File: src/rtl/lmsm_sequencer.sv
// IITB-RISC load/store-multiple sequencer: walks a register mask low-to-high, one memory and one
// register-file access per set bit. Optional macro LMSM_TIMEOUT_EN aborts a transfer stuck on mem_ready.
module lmsm_sequencer #(
  parameter int NUM_REGS       = 8,
  parameter int ADDR_W         = 16,
  parameter int DATA_W         = 16,
  parameter int TIMEOUT_CYCLES = 15
) (
  input  logic                clk,
  input  logic                resetn,
  input  logic                start,
  input  logic                is_load,
  input  logic [NUM_REGS-1:0] reg_mask,
  input  logic [ADDR_W-1:0]   base_addr,
  output logic                busy,
  output logic                done,
  output logic                err,
  output logic [3:0]          xfer_count,
  output logic [ADDR_W-1:0]   mem_addr,
  output logic                mem_rd,
  output logic                mem_wr,
  output logic [DATA_W-1:0]   mem_wdata,
  input  logic [DATA_W-1:0]   mem_rdata,
  input  logic                mem_ready,
  output logic [5:0]          rf_read_addr,
  input  logic [31:0]         rf_read_data,
  output logic [2:0]          rf_write_addr,
  output logic                rf_wr_en,
  output logic [DATA_W-1:0]   rf_wdata,
  output logic [1:0]          state_dbg
);

  // Handshake: a strobe (mem_rd/mem_wr) with address and data is held until a cycle in which
  // mem_ready is high; that cycle completes the access and the next register is selected.
  typedef enum logic [1:0] {S_IDLE = 2'd0, S_ISSUE = 2'd1, S_DONE = 2'd2} state_t;

  state_t              state;
  logic [NUM_REGS-1:0] mask_q;
  logic [NUM_REGS-1:0] mask_clr;
  logic [ADDR_W-1:0]   addr_q;
  logic [3:0]          cnt_q;
  logic                busy_q, done_q, rd_q, wr_q;
  logic [2:0]          p;
  logic                unused_rf_hi;

  // Lowest set bit of the remaining mask selects the current register.
  always_comb begin
    p = 3'd0;
    for (int i = NUM_REGS - 1; i >= 0; i--) begin
      if (mask_q[i]) p = i[2:0];
    end
  end

  assign mask_clr = mask_q & (mask_q - NUM_REGS'(1));

`ifdef LMSM_TIMEOUT_EN
  localparam int WAIT_W = $clog2(TIMEOUT_CYCLES + 1);
  logic [WAIT_W-1:0] wait_q;
  logic              err_q;
  assign err = err_q;
`else
  assign err = 1'b0;
`endif

  always_ff @(posedge clk) begin
    if (!resetn) begin
      state  <= S_IDLE;
      mask_q <= '0;
      addr_q <= '0;
      cnt_q  <= 4'd0;
      busy_q <= 1'b0;
      done_q <= 1'b0;
      rd_q   <= 1'b0;
      wr_q   <= 1'b0;
`ifdef LMSM_TIMEOUT_EN
      wait_q <= '0;
      err_q  <= 1'b0;
`endif
    end else begin
      case (state)
        S_IDLE: begin
          done_q <= 1'b0;
          if (start) begin
            mask_q <= reg_mask;
            addr_q <= base_addr;
            cnt_q  <= 4'd0;
`ifdef LMSM_TIMEOUT_EN
            wait_q <= '0;
            err_q  <= 1'b0;
`endif
            if (reg_mask != '0) begin
              state  <= S_ISSUE;
              busy_q <= 1'b1;
              rd_q   <= is_load;
              wr_q   <= !is_load;
            end else begin
              state  <= S_DONE;
              done_q <= 1'b1;
            end
          end
        end
        S_ISSUE: begin
          if (mem_ready) begin
            mask_q <= mask_clr;
            addr_q <= addr_q + ADDR_W'(1);
            cnt_q  <= cnt_q + 4'd1;
`ifdef LMSM_TIMEOUT_EN
            wait_q <= '0;
`endif
            if (mask_clr == '0) begin
              state  <= S_DONE;
              busy_q <= 1'b0;
              rd_q   <= 1'b0;
              wr_q   <= 1'b0;
              done_q <= 1'b1;
            end
          end
`ifdef LMSM_TIMEOUT_EN
          else if (wait_q == WAIT_W'(TIMEOUT_CYCLES - 1)) begin
            state  <= S_DONE;
            busy_q <= 1'b0;
            rd_q   <= 1'b0;
            wr_q   <= 1'b0;
            done_q <= 1'b1;
            err_q  <= 1'b1;
          end else begin
            wait_q <= wait_q + WAIT_W'(1);
          end
`endif
        end
        S_DONE: begin
          state  <= S_IDLE;
          done_q <= 1'b0;
        end
        default: state <= S_IDLE;
      endcase
    end
  end

  assign busy          = busy_q;
  assign done          = done_q;
  assign xfer_count    = cnt_q;
  assign mem_addr      = addr_q;
  assign mem_rd        = rd_q;
  assign mem_wr        = wr_q;
  assign mem_wdata     = rf_read_data[DATA_W-1:0];
  assign rf_read_addr  = {p, p};
  assign rf_write_addr = p;
  assign rf_wr_en      = rd_q & mem_ready;
  assign rf_wdata      = mem_rdata;
  assign state_dbg     = state;
  assign unused_rf_hi  = ^rf_read_data[31:DATA_W];

endmodule

File: config.mk
export PLATFORM = sky130hd
export DESIGN_NAME = lmsm_sequencer
export DESIGN_NICKNAME = d
export VERILOG_FILES = /design/src/rtl/lmsm_sequencer.sv
export SDC_FILE = /design/constraint.sdc
export NUM_CORES = 1
export LEC_CHECK = 0
export ABC_AREA = 1
export CAP_MARGIN = 10
export CORE_MARGIN = 8
export CORE_UTILIZATION = 30
export CTS_BUF_LIST = sky130_fd_sc_hd__clkbuf_8
export DETAILED_ROUTE_END_ITERATION = 6
export GPL_TIMING_DRIVEN = 0
export PLACE_DENSITY = 0.66
export SKIP_LAST_GASP = 1
export SYNTH_ARGS = -nofsm -noshare
export SYNTH_HDL_FRONTEND = slang
export SYNTH_SLANG_ARGS = --single-unit
File: constraint.sdc
create_clock -name clk -period 3.38 [get_ports clk]
set_clock_uncertainty 0.15 [all_clocks]
set_input_delay 0.676 -clock clk [delete_from_list [all_inputs] [get_ports clk]]
set_output_delay 0.676 -clock clk [all_outputs]
set_load 0.02 [all_outputs]
# Word level (Yosys, flattened, before mapping)
# Index checks and enable logic that the tools add are counted.
dict set report classes {
  addsub 3
  n_mul 0
  div_mod_pow 0
  n_lt_le_gt_ge 0
  eq_ne 6
  shift 0
  mux 38
  n_bitwise 2
  n_reduce_logical 10
}
# op count
set op_table {}
lappend op_table {{$mux W16} 2}
lappend op_table {{$pmux W16 S2} 1}
lappend op_table {{$mux W3} 8}
lappend op_table {{$add A16 B1 Y16 const B} 1}
lappend op_table {{$mux W8} 2}
lappend op_table {{$pmux W8 S2} 1}
lappend op_table {{$mux W1} 12}
lappend op_table {{$reduce_and A3 Y1} 3}
lappend op_table {{$and A8 B8 Y8} 1}
lappend op_table {{$logic_not A8 Y1} 1}
lappend op_table {{$mux W2} 4}
lappend op_table {{$mux W4} 2}
lappend op_table {{$ne A2 B2 Y1 const B} 4}
lappend op_table {{$pmux W4 S2} 1}
lappend op_table {{$reduce_bool A8 Y1} 1}
lappend op_table {{$sub A8 B1 Y8 const B} 1}
lappend op_table {{$pmux W1 S2} 3}
lappend op_table {{$reduce_and A5 Y1} 1}
lappend op_table {{$add A4 B1 Y4 const B} 1}
lappend op_table {{$pmux W2 S2} 1}
lappend op_table {{$pmux W1 S3} 1}
lappend op_table {{$reduce_bool A3 Y1} 1}
lappend op_table {{$eq A2 B1 Y1 const B} 1}
lappend op_table {{$eq A2 B2 Y1 const B} 1}
lappend op_table {{4 further kinds} 4}
dict set report word_totals {
  reg_bits 34
  latchBits 0
  mem_bits_rw 0
  mem_bits_ro 0
  wordCells 67
  memories 0
}

# Depth between registers and ports, before layout
# Gate-level depths: netlist of the first run.
dict set report logic_depth {
  depth_word 8
  mapped_depth 12
  ltp_nobuf 11
}

# Worst setup path before layout of the first run
# Ideal clock, no wire load.
dict set report synth_timing {
  path_kind {reg2out}
  startpoint {register mask_q[4]}
  endpoint {output port rf_read_addr[4]}
  arrival_time_ns 1.470
  required_ns 2.554
  path_slack_ns 1.084
  path_stages_with_launch 5
  path_buffers 1
  path_cell_list {dfxtp_1 -> nor2_1 -> o21ai_0 -> a21boi_0 -> buf_4}
}
dict set report synth_via {
  elab_chain_cells 5
}
# item line
set synth_lines {}
lappend synth_lines {{from (decl)} 38} ;# logic [NUM_REGS-1:0] mask_q;
lappend synth_lines {{from (signal assigned)} 84} ;# mask_q <= reg_mask;
lappend synth_lines {{from (signal assigned)} 104} ;# mask_q <= mask_clr;
lappend synth_lines {{$mux W3 (5 in a row)} 50} ;# if (mask_q[i]) p = i[2:0];
lappend synth_lines {{to (decl)} 25} ;# output logic [5:0] rf_read_addr,
# No other way between the ends.

# Worst setup path in the final report of the first run
dict set report layout_timing {
  startpoint {input port mem_ready}
  endpoint {output port rf_wr_en}
}
dict set report layout_via {
  elab_chain_cells 1
}
# item line
set layout_lines {}
lappend layout_lines {{from (decl)} 24} ;# input logic mem_ready,
lappend layout_lines {{$and A1 B1 Y1} 149} ;# assign rf_wr_en = rd_q & mem_ready;
lappend layout_lines {{to (decl)} 28} ;# output logic rf_wr_en,
# No other way between the ends.

==> results of run 1 <==
==> state kept, by name, indices dropped and copies added, names as in the netlist <==
| register | count |
|---|---|
| mem_rd | 1 |
| busy | 1 |
| xfer_count | 4 |
| state_dbg | 2 |
| mem_addr | 16 |
| mem_wr | 1 |
| done | 1 |
| mask_q | 8 |
==> worst paths after layout <==
path	startpoint	end	slack [ns]	depth (start not counted)
max reg2reg	state_dbg[1]	mem_addr[3]	1.44	10
min	busy	busy	0.32	2
max	mem_ready	rf_wr_en	0.45	4
min reg2reg	busy	busy	0.32	2
==> cell families after synthesis <==
logic type	share of synthesized area
simple gates	0.307
buf+inv	0.199
xor+xnor	0.0106
fa+ha+maj	0.0252
flops	0.274
compound gates	0.182
other cells	0.00151
==> area by class of cell <==
cell class,instances,area [um2],area share
Clock buffer,5,68.8,0.0188
Multi-Input combinational cell,249,1310,0.358
Inverter,26,100,0.0274
Sequential cell,34,681,0.186
Timing Repair Buffer,96,961,0.263
Clock inverter,2,7.51,0.00206
Tap cell,105,131,0.0360
Buffer,54,394,0.108
==> cell usage in the layout (no fill, tap or decap), types with 3 or more instances in the layout <==
cell,instances
sky130_fd_sc_hd__a211oi_1,3
sky130_fd_sc_hd__a21oi_1,33
sky130_fd_sc_hd__a221oi_2,4
sky130_fd_sc_hd__a31oi_1,3
sky130_fd_sc_hd__buf_2,3
sky130_fd_sc_hd__buf_4,40
sky130_fd_sc_hd__buf_6,5
sky130_fd_sc_hd__clkbuf_1,6
sky130_fd_sc_hd__clkbuf_8,5
sky130_fd_sc_hd__clkdlybuf4s50_1,96
sky130_fd_sc_hd__dfxtp_1,34
sky130_fd_sc_hd__ha_1,5
sky130_fd_sc_hd__inv_1,25
sky130_fd_sc_hd__nand2_1,78
sky130_fd_sc_hd__nand3_1,18
sky130_fd_sc_hd__nand4_1,6
sky130_fd_sc_hd__nor2_1,47
sky130_fd_sc_hd__nor2_4,3
sky130_fd_sc_hd__o21ai_0,20
sky130_fd_sc_hd__xor2_1,3
==> metrics by stage <==
step	setup WS [ns]	util	total power, W
6_report	0.453	0.449	0.00347
5_1_grt	0.304	0.449	0.00374
4_1_cts	0.438	0.449	0.00350
3_5_place_dp	0.457	0.439	0.00321
3_3_place_gp	0.472	0.439	0.00316
2_1_floorplan	1.08	-	0.00231
==> report_power, final <==
part	internal [W]	switching [W]
sequential	0.000567	0.000186
combinational	0.00108	0.00136
clock	0.000136	0.000149
total	0.00178	0.00170
==> routing by layer <==
metal,vias to the layer above,global-route usage,part of all wire
met5,-,0,0
met1,1239,0.161,0.41
met4,0,0.0503,0.012
met3,9,0.0528,0.11
li1,1359,-,-
met2,128,0.228,0.47
==> worst max-delay path: stages <==
cell and delay, ns:
sky130_fd_sc_hd__clkdlybuf4s50_1 0.66, sky130_fd_sc_hd__nand2_1 0.10, sky130_fd_sc_hd__inv_1 0.07, sky130_fd_sc_hd__clkdlybuf4s50_1 0.60
==> impl_results.rst, run 1 <==
.. list-table::
   :header-rows: 1

   * - Metric
     - Value
   * - Result of the run
     - finished, final reports clean
   * - Area share of the largest cell type after synthesis
     - 0.274
   * - Cell Pwr Density
     - 951 mW/mm2
   * - Maximum number of pins on one net before global-route repair
     - 11
   * - Post-route worst hold slack
     - 0.324 ns
   * - Critical-path maximum fanout
     - 3
   * - Die H
     - 107 um
   * - Synth Net Count
     - 445
   * - Area grow syn2layout
     - 47.1%
   * - Post-CTS setup buffers
     - 0
   * - Port buffer count
     - 96
   * - Share of post-route cells with drive strength above 1
     - 0.163
   * - Type of origin of the critical path
     - primary input
   * - Post-layout instance count excluding filler cells
     - 571
   * - Core area
     - 0.00813 mm2
   * - Clock-pin slew on the worst setup and hold paths
     - 0.07 ns
   * - Maximum VDD drop
     - 0.000446 V
   * - Worst skew pair latency
     - 0.29 ns
   * - Kind of critical path
     - primary input to output pin
   * - RSZ-0062 raised after global routing
     - no
   * - PostCTS Resize Cnt
     - 0
   * - CTS root buf
     - sky130_fd_sc_hd__clkbuf_8
   * - Number of clock sinks seen by CTS
     - 34
   * - Average via count per standard cell
     - 4.79
   * - Final hold violation count
     - 0
   * - Post-synthesis cell type count
     - 43
   * - Row cnt
     - 33
   * - H-tree lvl count
     - 2
   * - Initial core utilization
     - 0.305
   * - Data arrival time of the critical path
     - 2.10 ns
   * - Count leader, synth
     - sky130_fd_sc_hd__nand2_1
   * - Leakage power of the design
     - 1.49 nW
   * - First-pass detailed-route iteration total
     - 4
   * - DRC marker count from the first detailed-route iteration
     - 135
   * - Hold-fix buffers, CTS
     - 0
   * - YS warnings
     - 0
   * - Top post-synthesis cells by area
     - sky130_fd_sc_hd__dfxtp_1 (27%), sky130_fd_sc_hd__buf_4 (12%), sky130_fd_sc_hd__nand2_1 (12%)
   * - Post-detailed-route DRC marker count
     - 0
   * - Slew margin rel.
     - 0.562
   * - Ys flop type
     - sky130_fd_sc_hd__dfxtp_1
   * - Number of antenna violations at the first check in global routing
     - 0
   * - Number of nets still failing antenna checks after routing
     - 0
   * - Overall fraction of global-route tracks in use
     - 0.139
   * - TritonCTS Buffers
     - 5
   * - CTS tree
     - done
   * - Maximum buffer depth of the clock tree
     - 2
   * - Routed wirelength normalized by instance count
     - 14.7 um
   * - Final critical-path required period
     - 2.93 ns
   * - Fill cells
     - 824
   * - Async set-or-reset flop fraction in the synthesized netlist
     - 0
   * - Critical Path End Type
     - output pin
   * - Number of primary I/O pins
     - 146
   * - Die footprint
     - 0.0114 mm2
   * - Measured slew at the worst slew-check pin
     - 0.657 ns
   * - Wire length of the first global-routing pass
     - 13000 um
   * - GPL Wtd Cong
     - 0.867
   * - Total non-filler cell area in the finished layout
     - 0.00365 mm2
   * - Number of flops mapped to enable cells by yosys
     - 0
   * - Final Max Slew Viols
     - 0
   * - Overall routed net length
     - 8390 um
   * - Routed vias
     - 2735
   * - Placed cells
     - 564
   * - Die Wd
     - 107 um
   * - Total half-perimeter wirelength after legalization and detailed placement
     - 6690 um
   * - FF+latch count, synth
     - 34
   * - Most numerous cell types in the synthesized netlist
     - sky130_fd_sc_hd__nand2_1 (78), sky130_fd_sc_hd__nor2_1 (47), sky130_fd_sc_hd__buf_4 (40)
   * - Global route overflow
     - 0
   * - Synth area leader
     - sky130_fd_sc_hd__dfxtp_1
   * - Final nets
     - 548
   * - Per-instance average area after synthesis
     - 6.84 um2
   * - Setup TNS
     - 0 ns
   * - Final number of setup-violating endpoints
     - 0
   * - Post-Synthesis Cells
     - 363
   * - Required time of the worst setup path
     - 2.55 ns
   * - Max-cap violations
     - 0
   * - Post-synthesis instance area
     - 0.00248 mm2
   * - Share of the yosys chip area belonging to registers
     - 0.274
   * - Number of global-route vias before repair
     - 2644
   * - Number of diodes
     - 0
   * - Classification of the worst-slack hold path
     - register to register
   * - Placed cell areas
     - 0.00357 mm2
   * - Final period util
     - 0.866
   * - Top achievable clock speed
     - 342 MHz
(Power assumes the default switching activity.)
==> run 2: changes to the inputs <==
--- a/config.mk
+++ b/config.mk
@@ -14,6 +14,7 @@
 export GPL_TIMING_DRIVEN = 0
 export PLACE_DENSITY = 0.66
 export SKIP_LAST_GASP = 1
+export SLEW_MARGIN = 20
 export SYNTH_ARGS = -nofsm -noshare
 export SYNTH_HDL_FRONTEND = slang
 export SYNTH_SLANG_ARGS = --single-unit
==> results of run 2 <==
The final DEF is identical to that of run 1; final timing and power are the same.
==> run 3: changes to the inputs <==
--- a/config.mk
+++ b/config.mk
@@ -7,7 +7,7 @@
 export LEC_CHECK = 0
 export ABC_AREA = 1
 export CAP_MARGIN = 10
-export CORE_MARGIN = 8
+export CORE_MARGIN = 5
 export CORE_UTILIZATION = 30
 export CTS_BUF_LIST = sky130_fd_sc_hd__clkbuf_8
 export DETAILED_ROUTE_END_ITERATION = 6
==> impl_results.rst, run 3 (same netlist as run 1, synthesis figures left out) <==
.. list-table::
   :header-rows: 1

   * - Metric
     - Value
   * - Result of the run
     - finished, final reports clean (unchanged)
   * - Final period util
     - 0.860 (was 0.866)
   * - Max-cap violations
     - 0 (unchanged)
   * - Final hold violation count
     - 0 (unchanged)
   * - Overall routed net length
     - 7970 um (was 8390 um)
   * - Beginning of the worst register-to-register path
     - state_dbg[1] (unchanged)
   * - Number of primary I/O pins
     - 146 (unchanged)
   * - Setup TNS
     - 0 ns (unchanged)
   * - Final core occ
     - 0.451 (was 0.449)
   * - Total half-perimeter wirelength after legalization and detailed placement
     - 6210 um (was 6690 um)
   * - Overall fraction of global-route tracks in use
     - 0.154 (was 0.139)
   * - Average via count per standard cell
     - 4.74 (was 4.79)
   * - DRC marker count from the first detailed-route iteration
     - 157 (was 135)
   * - Final Max Slew Viols
     - 0 (unchanged)
   * - Critical Path End Type
     - output pin (unchanged)
   * - Number of antenna violations at the first check in global routing
     - 0 (unchanged)
   * - Largest register FFs
     - 16 (unchanged)
   * - Clock-pin slew on the worst setup and hold paths
     - 0.07 ns (about the same)
   * - Core area
     - 0.00813 mm2 (unchanged)
   * - Fill cells
     - 829 (was 824)
   * - Combinational group share of total power
     - 0.693 (was 0.701)
   * - Port buffer count
     - 96 (unchanged)
   * - Crit. Startpoint
     - mem_ready (unchanged)
   * - Worst skew pair latency
     - 0.29 ns (about the same)
   * - Placed cell areas
     - 0.00357 mm2 (unchanged)
   * - TritonCTS Buffers
     - 5 (unchanged)
   * - Design internal power
     - 0.00180 W (was 0.00178 W)
   * - Sequential group share of total power
     - 0.216 (was 0.217)
   * - Final number of setup-violating endpoints
     - 0 (unchanged)
   * - Number of diodes
     - 0 (unchanged)
   * - Number of clock sinks seen by CTS
     - 34 (unchanged)
   * - Wire length of the first global-routing pass
     - 12600 um (was 13000 um)
   * - First-pass detailed-route iteration total
     - 4 (unchanged)
   * - CTS root buf
     - sky130_fd_sc_hd__clkbuf_8 (unchanged)
   * - Hold-fix buffers, CTS
     - 0 (unchanged)
   * - Measured slew at the worst slew-check pin
     - 0.650 ns (was 0.657 ns)
   * - Hold wc startpoint
     - busy (unchanged)
   * - Part of the power in the clock network
     - 0.091 (was 0.082)
   * - GPL Wtd Cong
     - 0.929 (was 0.867)
   * - Register-to-Register Setup Slack
     - 1.45 ns (was 1.44 ns)
   * - Final Total Pwr
     - 0.00349 W (was 0.00347 W)
   * - Final nets
     - 548 (unchanged)
   * - Maximum number of pins on one net before global-route repair
     - 11 (unchanged)
   * - Area grow syn2layout
     - 47.7% (was 47.1%)
   * - Row cnt
     - 33 (unchanged)
   * - Leakage power of the design
     - 1.49 nW (about the same)
   * - Final critical-path required period
     - 2.91 ns (was 2.93 ns)
   * - Most used cells in the layout excluding fill and tap cells
     - sky130_fd_sc_hd__clkdlybuf4s50_1 (96), sky130_fd_sc_hd__nand2_1 (78), sky130_fd_sc_hd__nor2_1 (47) (unchanged)
   * - Maximum VDD drop
     - 0.000489 V (was 0.000446 V)
   * - Slew margin rel.
     - 0.567 (was 0.562)
   * - Die H
     - 101 um (was 107 um)
   * - Total non-filler cell area in the finished layout
     - 0.00367 mm2 (was 0.00365 mm2)
   * - Classification of the worst-slack hold path
     - register to register (unchanged)
   * - Cell Pwr Density
     - 952 mW/mm2 (was 951 mW/mm2)
   * - Share of post-route cells with drive strength above 1
     - 0.167 (was 0.163)
   * - Die Wd
     - 101 um (was 107 um)
   * - Routed wirelength normalized by instance count
     - 13.9 um (was 14.7 um)
   * - Kind of critical path
     - primary input to output pin (unchanged)
   * - Initial core utilization
     - 0.305 (unchanged)
   * - Die footprint
     - 0.0102 mm2 (was 0.0114 mm2)
   * - Number of global-route vias before repair
     - 2577 (was 2644)
   * - CTS tree
     - done (unchanged)
   * - Data arrival time of the critical path
     - 2.08 ns (was 2.10 ns)
   * - Number of nets still failing antenna checks after routing
     - 0 (unchanged)
   * - Post-CTS setup buffers
     - 0 (unchanged)
   * - Fraction of power spent switching nets
     - 0.484 (was 0.488)
   * - Required time of the worst setup path
     - 2.55 ns (about the same)
   * - Routed vias
     - 2711 (was 2735)
   * - Type of origin of the critical path
     - primary input (unchanged)
   * - Global route overflow
     - 0 (unchanged)
   * - Post-detailed-route DRC marker count
     - 0 (unchanged)
   * - Maximum buffer depth of the clock tree
     - 2 (unchanged)
   * - Top achievable clock speed
     - 344 MHz (was 342 MHz)
   * - Most common cell after layout, fill and taps aside
     - sky130_fd_sc_hd__clkdlybuf4s50_1 (unchanged)
   * - Critical-path maximum fanout
     - 3 (unchanged)
   * - P_sw
     - 0.00169 W (was 0.00170 W)
   * - RSZ-0062 raised after global routing
     - no (unchanged)
   * - PostCTS Resize Cnt
     - 0 (unchanged)
   * - H-tree lvl count
     - 2 (unchanged)
==> run 3: cell types whose count changed in the layout (fill, tap and decap cells not counted), sizes merged <==
cell    before  now
clkbuf      11   12
clkinv       0    1
inv         28   27
==> run 3: power by group through the flow <==
| stage | combinational (W) | sequential, W | clock, W |
|---|---|---|---|
| final | 0.00242 | 0.000755 | 0.000317 |
| after global placement | 0.00240 | 0.000756 | 0 |
| after detailed placement | 0.00243 | 0.000758 | 0 |
| after CTS | 0.00244 | 0.000753 | 0.000324 |
| after global routing | 0.00268 | 0.000784 | 0.000347 |
| after floorplan | 0.00145 | 0.000861 | 0 |
==> run 3: final timing paths <==
path,cells after the start,endpoint
hold reg to reg,2,busy
hold / removal,2,busy
setup / recovery,4,rf_wr_en
setup reg to reg,10,mem_addr[3]
==> run 3: through the flow <==
stage / instances / hold WS, ns / setup WS [ns]
2_1_floorplan: 363 / 0.307 / 1.08
3_3_place_gp: 564 / 0.310 / 0.466
3_5_place_dp: 564 / 0.315 / 0.453
4_1_cts: 572 / 0.329 / 0.449
5_1_grt: 572 / 0.358 / 0.341
6_report: 572 / 0.318 / 0.472
==> run 3: routing by layer <==
metal | global-route usage | share of wire
met1 | 0.193 | 0.43
met2 | 0.272 | 0.48
met3 | 0.0353 | 0.081
met4 | 0.0276 | 0.0084
met5 | 0 | 0
==> run 3: critical path, cell delays in order <==
cell,delay (ns)
sky130_fd_sc_hd__clkdlybuf4s50_1,0.65
sky130_fd_sc_hd__nand2_1,0.10
sky130_fd_sc_hd__inv_1,0.06
sky130_fd_sc_hd__clkdlybuf4s50_1,0.59
==> run 3: cell type report <==
class	instances	area (um2)	area share
Buffer	54	394	0.108
Clock buffer	6	82.6	0.0225
Clock inverter	2	8.76	0.00239
Inverter	26	100	0.0273
Multi-Input combinational cell	249	1310	0.357
Sequential cell	34	681	0.186
Tap cell	105	131	0.0358
Timing Repair Buffer	96	961	0.262
